--- config.mk ---
export PLATFORM = sky130hd
export DESIGN_NAME = shift_add_multiplier
export DESIGN_NICKNAME = d
export VERILOG_FILES = /design/src/rtl/shift_add_multiplier.sv
export SDC_FILE = /design/constraint.sdc
export NUM_CORES = 1
export LEC_CHECK = 0
export CORE_MARGIN = 5
export CORE_UTILIZATION = 56
export DETAILED_ROUTE_END_ITERATION = 10
export GPL_ROUTABILITY_DRIVEN = 0
export PLACE_DENSITY = 0.9
export SYNTH_ARGS = -nofsm -noshare
export SYNTH_HDL_FRONTEND = slang
export SYNTH_SLANG_ARGS = --single-unit
--- constraint.sdc ---
create_clock -name clk -period 6.1 [get_ports clk]
set_clock_uncertainty 0.15 [all_clocks]
set_input_delay 1.22 -clock clk [delete_from_list [all_inputs] [get_ports clk]]
set_output_delay 1.22 -clock clk [all_outputs]
set_load 0.02 [all_outputs]
--- src/rtl/shift_add_multiplier.sv ---
// shift_add_multiplier
//   Sequential 8x8 unsigned shift-and-add multiplier. A single eight_bit_adder
//   is reused once per cycle to add the multiplicand into the upper partial
//   product. The 16-bit result appears 9 cycles after an accepted start.
//
// Ports
//   clk      in   rising-edge clock
//   rstn     in   synchronous active-low reset
//   start    in   operation request, sampled in IDLE and DONE only
//   a, b     in   8-bit unsigned multiplicand / multiplier
//   product  out  16-bit registered result, held until the next result
//   busy     out  high while the 8 iterations are running
//   done     out  one-cycle pulse when product is updated
//
// State table
//   state  | meaning
//   IDLE   | waiting for start
//   RUN    | one shift-and-add iteration per cycle, 8 in total
//   DONE   | product valid, done pulse; start here chains a new operation

module eight_bit_adder (
  output logic [7:0] sum,
  output logic       cout,
  input  logic [7:0] a,
  input  logic [7:0] b,
  input  logic       cin
);
  logic [8:0] carry;

  always_comb begin
    carry    = '0;
    sum      = '0;
    carry[0] = cin;
    for (int i = 0; i < 8; i++) begin
      sum[i]       = a[i] ^ b[i] ^ carry[i];
      carry[i + 1] = (a[i] & b[i]) | (carry[i] & (a[i] ^ b[i]));
    end
    cout = carry[8];
  end
endmodule

module shift_add_multiplier (
  input  logic        clk,
  input  logic        rstn,
  input  logic        start,
  input  logic [7:0]  a,
  input  logic [7:0]  b,
  output logic [15:0] product,
  output logic        busy,
  output logic        done
);
  typedef enum logic [1:0] {
    S_IDLE = 2'd0,
    S_RUN  = 2'd1,
    S_DONE = 2'd2
  } state_t;

  state_t      state_q, state_d;
  logic [7:0]  m_q, m_d;
  logic [7:0]  acc_q, acc_d;
  logic [7:0]  q_q, q_d;
  logic [2:0]  cnt_q, cnt_d;
  logic [15:0] product_q, product_d;

  logic [7:0]  add_sum;
  logic        add_cout;

  eight_bit_adder u_adder (
    .sum  (add_sum),
    .cout (add_cout),
    .a    (acc_q),
    .b    (m_q),
    .cin  (1'b0)
  );

  always_ff @(posedge clk) begin
    if (!rstn) begin
      state_q   <= S_IDLE;
      m_q       <= '0;
      acc_q     <= '0;
      q_q       <= '0;
      cnt_q     <= '0;
      product_q <= '0;
    end else begin
      state_q   <= state_d;
      m_q       <= m_d;
      acc_q     <= acc_d;
      q_q       <= q_d;
      cnt_q     <= cnt_d;
      product_q <= product_d;
    end
  end

  always_comb begin
    state_d   = state_q;
    m_d       = m_q;
    acc_d     = acc_q;
    q_d       = q_q;
    cnt_d     = cnt_q;
    product_d = product_q;

    case (state_q)
      S_IDLE, S_DONE: begin
        if (start) begin
          m_d     = a;
          q_d     = b;
          acc_d   = '0;
          cnt_d   = '0;
          state_d = S_RUN;
        end else begin
          state_d = S_IDLE;
        end
      end

      S_RUN: begin
        // The adder carry becomes the new acc[7], so the 9-bit partial sum
        // is never truncated.
        if (q_q[0]) begin
          {acc_d, q_d} = {add_cout, add_sum, q_q[7:1]};
        end else begin
          {acc_d, q_d} = {1'b0, acc_q, q_q[7:1]};
        end
        cnt_d = cnt_q + 3'd1;
        if (cnt_q == 3'd7) begin
          state_d   = S_DONE;
          product_d = {acc_d, q_d};
        end
      end

      default: state_d = S_IDLE;
    endcase
  end

  assign product = product_q;
  assign busy    = (state_q == S_RUN);
  assign done    = (state_q == S_DONE);
endmodule

==> results.yml, run 1 <==
outcome:
  status: "finished, final reports clean"
logic_synthesis:
  yosys_register_bits: 45
  synth_top_area_share_pct: 41.9
  synth_edf_count: 0
  synth_cells: 240
  synthArstFlopShare_pct: 0
  seq_area_frac_synth_pct: 41.9
  netlist_area_um2: 2150
  yosys_warnings: 0
  synthFlopType: "dfxtp_1"
  synth_area_per_cell_um2: 8.97
  yosysUniqueCellTypes: 30
  yosys-top-cells-area: "dfxtp_1, nand2_1, a21boi_1, fa_1, o211ai_1"
  syn-num-nets: 269
  yosysTopAreaCell: "dfxtp_1"
global_route:
  antenna_found_initial: 0
  grt_first_pass_wirelength_mm: 7.05
  grt_pass1_vias: 1669
  grt_max_degree: 46
  grt-ovfl-total: 0
  grt_use_total_pct: 17.2
placed_design:
  placed_area_um2: 2450
  io_buffers: 36
  detailed_place_hpwl_mm: 2.88
sta:
  max_clock_freq_mhz: 248
  tns_ns: 0
  setup_viol: 0
  final_max_slew_viol_count: 0
  fin_crit_sh_pct: 66.1
  fin_crit_ns: 4.03
  worstMarginPinSlew_ns: 1.15
  slew_headroom_pct: 23.3
  final_hold_viol_count: 0
  rsz0062_at_grt: "no"
detailed_routing:
  antenna_left: 0
  wl_met3_um: 218
  routedWlPerCell_um: 13.4
  wl_met1_mm: 1.73
  dr.pass1.iters: 4
  drcViolationCount: 0
  via_count: 1713
  topRoutingLayerUsed: "met4"
  wirelength_mm: 4.23
  first_iter_violations: 93
  wl_met2_mm: 2.21
  vias_per_cell: 5.44
floorplan:
  io_pins: 37
  die_w_um: 72.0
  dieArea_um2: 5180
  placement_rows: 22
  fp.dieH_um: 72.0
  start_util_pct: 58.3
  fp.coreArea_um2: 3690
clock_tree:
  post_cts_buffers: 0
  cts_made_buffers: 5
  cts_hold_buf: 0
  cts_resized: 0
  clock-root-buffer: "clkbuf_8"
  path_clk_slew_ns: 0.08
  cts.sinks: 45
  cts_max_level: 2
  clk_latency_ns: 0.29
  cts_tree: "built"
  clk_path_buf_depth: 2
worst_setup_path:
  worst_ep_arrival_time_ns: 2.66
  r2r_setup_slack_ns: 2.08
  rr_endpoint: "acc_q[6]"
  crit_fanout: 30
  rr_startpoint: "acc_q[0]"
  cp.required_ns: 4.73
  path_class: "reg -> out"
  start_kind: "register"
  end_kind: "primary output"
  r2r_cells: 13
cells_and_area:
  nNetsFinal: 295
  final_cell_area_um2: 2560
  area_delta_synth_final_pct: 19.1
  final_cell_mix: "nand2_1, dfxtp_1, clkdlybuf4s50_1"
  final_common_cell: "nand2_1"
  drive_gt1_share_pct: 6.37
  diodes: 0
min_path:
  min_from: "product[3]"
  min_path_type: "reg -> reg"
  min_delay_path_depth: 2
  hold_path_end: "product[3]"
power_and_ir_drop:
  power_density_nw_per_um2: 237
  vdd_ir_drop_max_mv: 0.164
  p_leak_nw: 0.904
job:
  drv_cap: 0
## where the power goes
group	switching [W]	internal, W	leakage (nW)
logic	0.0000343	0.0000290	0.479
clock network	0.0000946	0.000133	0.0585
registers	0.0000120	0.000305	0.366
## state kept, by name (all words and copies together) (netlist names)
register / flops
product: 16
acc_q: 8
m_q: 8
q_q: 8
cnt_q: 3
state_q: 2
## how the worst max path moves through the flow
stage | end | slack, ns | startpoint
CTS | acc_q[6] | 2.07 | acc_q[0]
floorplan | acc_q[6] | 2.25 | acc_q[0]
global placement | acc_q[6] | 2.15 | acc_q[0]
finish | busy | 2.07 | state_q[1]
detailed placement | acc_q[6] | 2.09 | acc_q[0]
global route | busy | 1.88 | state_q[1]
## cells in the mapped netlist (3+ instances only)
cell type,count
a21boi_1,29
a21boi_2,3
a31oi_1,7
buf_2,5
buf_4,4
buf_6,5
clkbuf_1,4
dfxtp_1,45
fa_1,7
ha_1,3
inv_1,15
nand2_1,61
nand3_1,7
nand3_2,5
o211ai_1,12
o21ai_0,6
## cells by family (layout without fill, tap and decap cells)
group,after synthesis,count (layout),share of synthesized area [%]
AOI/OAI and AO/OA,64,64,21.8
buffers and inverters,34,61,9.19
adders and majority gates,10,10,8.26
DFF,45,45,41.9
muxes,2,2,0.930
and+or+nand+nor,85,85,18.0
## metal layers
layer	GRT usage (%)	vias to the layer above
met5	0	-
met4	6.47	0
met3	4.43	6
met2	31.2	43
met1	19.1	812
li1	-	852
## cell type report
class                           count  area, µm²
Fill cell                         290       1130
Multi-Input combinational cell    161       1050
Sequential cell                    45        901
Timing Repair Buffer               38        375
Clock buffer                        7       86.3
Tap cell                           48       60.1
Inverter                           15       56.3
Clock inverter                      1       30.0
## per-stage QoR
step	cells	power [W]	utilization (%)	hold WS, ns	worst slack [ns]
after floorplan	240	0.000369	-	0.285	2.25
after global placement	307	0.000384	66.3	0.290	2.15
after detailed placement	307	0.000386	66.3	0.295	2.09
after CTS	315	0.000611	69.5	0.306	2.07
after global routing	315	0.000631	69.5	0.319	1.88
final	315	0.000608	69.5	0.303	2.07
## worst max-delay path, stage by stage, from the launching register on
cell and delay [ns]:
dfxtp_1 0.35, nand2b_1 0.89, inv_1 0.47, clkdlybuf4s50_1 0.66
(Power assumes the default switching activity.)
==> inputs of run 2 (changes only) <==
--- a/config.mk
+++ b/config.mk
@@ -6,10 +6,10 @@
 export NUM_CORES = 1
 export LEC_CHECK = 0
 export CORE_MARGIN = 5
-export CORE_UTILIZATION = 56
+export CORE_UTILIZATION = 52
 export DETAILED_ROUTE_END_ITERATION = 10
 export GPL_ROUTABILITY_DRIVEN = 0
-export PLACE_DENSITY = 0.9
+export PLACE_DENSITY = 0.85
 export SYNTH_ARGS = -nofsm -noshare
 export SYNTH_HDL_FRONTEND = slang
 export SYNTH_SLANG_ARGS = --single-unit
==> constraint.sdc (replaced) <==
create_clock -name clk -period 3.9 [get_ports clk]
set_clock_uncertainty 0.15 [all_clocks]
set_input_delay 0.78 -clock clk [delete_from_list [all_inputs] [get_ports clk]]
set_output_delay 0.78 -clock clk [all_outputs]
set_load 0.02 [all_outputs]
==> run 2 against run 1 <==
  * Final cell count increased by 1.9%
  * Count of clock-buffer cells in the layout is the same
  * Final area rose by 2.0%
  * Sequential cell count did not move
  * Die area up 6.6%
  * Hold slack about the same
  * Global-route usage increased by 0.42 points
  * Critical path depth is 10 higher
  * Wire length rose by 5.0%
  * Combinational power is 64% higher
==> results.yml, run 2 (synthesis gave the netlist of run 1 again) <==
cells_and_area:
  nNetsFinal: 299
  diodes: 0
  n_fill_cell: 314
  final_common_cell: "nand2_1"
  final_cell_mix: "nand2_1, dfxtp_1, clkdlybuf4s50_1"
  largest_reg_flops: 16
  area_delta_synth_final_pct: 21.5
  drive_gt1_share_pct: 12.5
  utilization_pct: 65.3
floorplan:
  die_w_um: 74.3
  io_pins: 37
  dieArea_um2: 5520
  fp.dieH_um: 74.3
  start_util_pct: 53.8
  fp.coreArea_um2: 4000
  placement_rows: 23
global_route:
  antenna_found_initial: 0
  met1_usage_pct: 22.9
  grt_first_pass_wirelength_mm: 7.38
  grtUsageMet3_pct: 4.32
  grt-ovfl-total: 0
  grt_max_degree: 32
  met2_usage_pct: 28.4
  grt_use_total_pct: 17.6
  grt_pass1_vias: 1591
  busiest_layer: "met2"
detailed_routing:
  wirelength_mm: 4.44
  antenna_left: 0
  dr.pass1.iters: 4
  first_iter_violations: 71
  drcViolationCount: 0
  routedWlPerCell_um: 13.8
  vias_per_cell: 5.37
  via_count: 1725
worst_setup_path:
  rr_startpoint: "m_q[0]"
  start_kind: "register"
  cp-startpoint: "m_q[0]"
  rr_endpoint: "acc_q[6]"
  crit_end: "acc_q[6]"
  end_kind: "register"
  crit_fanout: 2
  cp.required_ns: 3.94
  r2r_setup_slack_ns: 0.11
  worst_ep_arrival_time_ns: 3.83
  r2r_cells: 13
  path_class: "reg -> reg"
clock_tree:
  cts_tree: "built"
  clock-root-buffer: "clkbuf_8"
  clk_latency_ns: 0.30
  cts_made_buffers: 5
  cts_max_level: 2
  cts.sinks: 45
  cts_hold_buf: 0
  path_clk_slew_ns: 0.08
  clk_path_buf_depth: 2
sta:
  max_clock_freq_mhz: 264
  worstMarginPinSlew_ns: 0.869
  rsz0062_at_grt: "yes"
  slew_headroom_pct: 41.9
  fin_crit_ns: 3.79
  setup_viol: 0
  final_max_slew_viol_count: 0
  fin_crit_sh_pct: 97.2
  final_hold_viol_count: 0
min_path:
  min_path_type: "reg -> reg"
power_and_ir_drop:
  seq_power_share_pct: 54.3
  p_total_w: 0.000913
  vdd_ir_drop_max_mv: 0.261
  p_leak_nw: 0.921
  clkPwrFrac_pct: 34.3
  p_comb_share_pct: 11.4
  p_int_w: 0.000686
  switchingPower_w: 0.000227
  power_density_nw_per_um2: 349
  switching_share_pct: 24.8
placed_design:
  io_buffers: 36
  detailed_place_hpwl_mm: 3.05
job:
  drv_cap: 0
outcome:
  status: "finished, final reports clean"
run 2: changes by cell type in the layout (fill, tap and decap cells not counted), moves of 2 or more:
| cell | change |
|---|---|
| dfxtp_1 | -2 |
| inv_1 | -2 |
| buf_4 | +4 |
| fa_1 | -6 |
| inv_2 | +2 |
| dfxtp_2 | +2 |
| fa_2 | +6 |
run 2: final cells by class:
| cell class | count | area, µm² | area share [%] |
|---|---|---|---|
| timing repair buffer | 42 | 405 | 15.5 |
| sequential | 45 | 903 | 34.6 |
| clock buffer | 7 | 96.3 | 3.69 |
| inverter | 15 | 56.3 | 2.15 |
| tap | 50 | 62.6 | 2.39 |
| clock inverter | 1 | 5.00 | 0.191 |
| multi-input combinational | 161 | 1080 | 41.5 |
run 2: worst min-delay path by stage:
stage,slack (ns),to,cells after the start,startpoint
2_1_floorplan,0.29,m_q[1],2,m_q[1]
6_report,0.30,product[2],2,product[2]
4_1_cts,0.31,product[2],2,product[2]
3_5_place_dp,0.30,product[2],2,product[2]
5_1_grt,0.32,product[2],2,product[2]
3_3_place_gp,0.29,product[2],2,product[2]
run 2: per-layer routing:
layer  wire, µm  vias up
met5          0        -
met4         77        0
met3        302        8
met2       2180       52
met1       1870      809
li1           -      856
run 2: power by group through the flow:
stage / sequential, W / clock [W] / combinational (W)
3_5_place_dp: 0.000505 / 0 / 0.000103
4_1_cts: 0.000494 / 0.000319 / 0.000104
6_report: 0.000495 / 0.000313 / 0.000104
2_1_floorplan: 0.000496 / 0 / 0.0000816
3_3_place_gp: 0.000504 / 0 / 0.000101
5_1_grt: 0.000498 / 0.000336 / 0.000118
run 2: through the flow:
stage                     setup TNS (ns)  setup WS, ns  std cells  hold slack [ns]  instance area [µm²]
after floorplan                        0        0.0505        240            0.285                 2150
after global placement           -0.0113       -0.0113        313            0.293                 2480
after detailed placement          -0.265        -0.144        313            0.296                 2480
after CTS                              0        0.0310        321            0.307                 2590
after global routing             -0.0383       -0.0291        321            0.324                 2610
final                                  0         0.108        321            0.303                 2610
run 2: critical path: stages, from the launching register on:
cell	delay (ns)
dfxtp_2	0.36
ha_4	0.14
inv_2	0.03
fa_2	0.34
fa_2	0.35
fa_2	0.34
fa_2	0.34
fa_2	0.34
fa_2	0.34
inv_2	0.07
fa_1	0.40
mux2i_2	0.20
nor2_1	0.09
o21a_1	0.19
run 2: repair_timing:
action                                 CTS  global route
endpoints found under the hold margin    0             0
pin swaps                                0             2
gates resized for setup                  4             9
setup endpoints to repair                2             2
setup buffers                            0             0
==> inputs of run 3 (changes only) <==
--- a/config.mk
+++ b/config.mk
@@ -9,7 +9,7 @@
 export CORE_UTILIZATION = 52
 export DETAILED_ROUTE_END_ITERATION = 10
 export GPL_ROUTABILITY_DRIVEN = 0
-export PLACE_DENSITY = 0.85
+export PLACE_DENSITY = 0.86
 export SYNTH_ARGS = -nofsm -noshare
 export SYNTH_HDL_FRONTEND = slang
 export SYNTH_SLANG_ARGS = --single-unit
==> run 3 against run 2 <==
  * Hold slack improved by 0.00067 ns
  * Fmax increased by 0.43%
  * Critical path depth unchanged
  * Final area increased by 0.14%
  * Count of clock-buffer cells in the layout unchanged
  * Sequential share of layout area about the same
  * Die area unchanged
  * Power increased by 5.6%
==> results.yml, run 3 (synthesis gave the netlist of run 1 again) <==
outcome:
  status: "finished, final reports clean"
sta:
  rsz0062_at_grt: "no"
  tns_ns: 0
  final_hold_viol_count: 0
  hold_slack_ns: 0.304
  worstMarginPinSlew_ns: 0.790
  fin_crit_sh_pct: 96.8
  final_max_slew_viol_count: 0
  slew_headroom_pct: 47.3
  setup_viol: 0
  fin_crit_ns: 3.78
  max_clock_freq_mhz: 265
global_route:
  grt_max_degree: 31
  met2_usage_pct: 31.4
  busiest_layer: "met2"
  grt_pass1_vias: 1711
  grt-ovfl-total: 0
  grt_use_total_pct: 17.8
  grtUsageMet3_pct: 4.46
  met1_usage_pct: 20.6
  grt_first_pass_wirelength_mm: 7.49
  antenna_found_initial: 0
floorplan:
  dieArea_um2: 5520
  fp.dieH_um: 74.3
  fp.coreArea_um2: 4000
  io_pins: 37
  die_w_um: 74.3
  start_util_pct: 53.8
  placement_rows: 23
worst_setup_path:
  r2r_setup_slack_ns: 0.12
  slowest_stage: "fa_1"
  crit_chain: "ha_1 > inv_1 > fa_2 > fa_2 > fa_2 > fa_2 > fa_2 > fa_1 > inv_1 > fa_1 > mux2i_1 > nor2_1 > o21a_1"
  worst_ep_arrival_time_ns: 3.83
  start_kind: "register"
  max_stage_delay_ns: 0.40
  crit_fanout: 2
  path_class: "reg -> reg"
  end_kind: "register"
  cp_common_cell: "fa_2"
  cp.required_ns: 3.95
clock_tree:
  clk_latency_ns: 0.30
  post_cts_buffers: 0
  cts_hold_buf: 0
  cts_tree: "built"
  cts_max_level: 2
  path_clk_slew_ns: 0.08
  cts.sinks: 45
  cts_made_buffers: 5
  clk_path_buf_depth: 2
  clock-root-buffer: "clkbuf_8"
placed_design:
  detailed_place_hpwl_mm: 3.04
  placed_cells: 314
  io_buffers: 36
detailed_routing:
  wirelength_mm: 4.40
  vias_per_cell: 5.45
  antenna_left: 0
  dr.pass1.iters: 4
  drcViolationCount: 0
  routedWlPerCell_um: 13.7
  via_count: 1755
  first_iter_violations: 66
cells_and_area:
  largest_reg_flops: 16
  n_fill_cell: 359
  final_cell_mix: "nand2_1, dfxtp_1, clkdlybuf4s50_1"
  diodes: 0
  final_common_cell: "nand2_1"
  area_delta_synth_final_pct: 21.6
  drive_gt1_share_pct: 10.7
  nNetsFinal: 300
  instances_no_fill: 322
power_and_ir_drop:
  p_leak_nw: 0.929
  power_density_nw_per_um2: 368
  vdd_ir_drop_max_mv: 0.313
  p_total_w: 0.000964
min_path:
  min_path_type: "reg -> reg"
job:
  drv_cap: 0
## run 3: worst max-delay path, delay by kind of cell, from the launching register on
kind,cells,cell delay [ns]
fa+ha+maj,8,2.62
flops,1,0.35
mux,1,0.19
compound gates,1,0.18
buf+inv,2,0.12
simple gates,1,0.06
## run 3: where the power goes
group / leakage [nW] / internal (W) / switching [W]
logic: 0.504 / 0.0000488 / 0.0000556
registers: 0.367 / 0.000477 / 0.0000188
clock network: 0.0585 / 0.000209 / 0.000156
## run 3: cell type report
cell class                      instances  area (µm²)  area share [%]
Multi-Input combinational cell        161        1070            40.7
Sequential cell                        45         903            34.5
Timing Repair Buffer                   43         413            15.8
Clock buffer                            7        86.3            3.30
Tap cell                               50        62.6            2.39
Inverter                               15        56.3            2.15
Clock inverter                          1        30.0            1.15
## run 3: timing repair
item,4_1_cts,5_1_grt
endpoints found under the hold margin,0,0
setup endpoints to repair,2,2
pin swaps,0,1
gates resized for setup,4,3
## run 3: per-stage QoR
stage          util (%)  instance area [µm²]  worst slack [ns]
2_1_floorplan         -                 2150            0.0505
3_3_place_gp       62.2                 2490          -0.00677
3_5_place_dp       62.2                 2490            -0.113
4_1_cts            65.3                 2610           0.00977
5_1_grt            65.4                 2620            0.0136
6_report           65.4                 2620             0.124
## run 3: final timing paths
path,start,end,cells after the start
min,product[8],product[8],2
max,m_q[0],acc_q[6],13
min reg2reg,product[8],product[8],2
max reg2reg,m_q[0],acc_q[6],13
## run 3: per-layer routing
| metal | up-vias | part of all wire [%] |
|---|---|---|
| li1 | 865 | - |
| met3 | 7 | 5.3 |
| met5 | - | 0 |
| met2 | 47 | 52 |
| met1 | 836 | 41 |
| met4 | 0 | 1.5 |
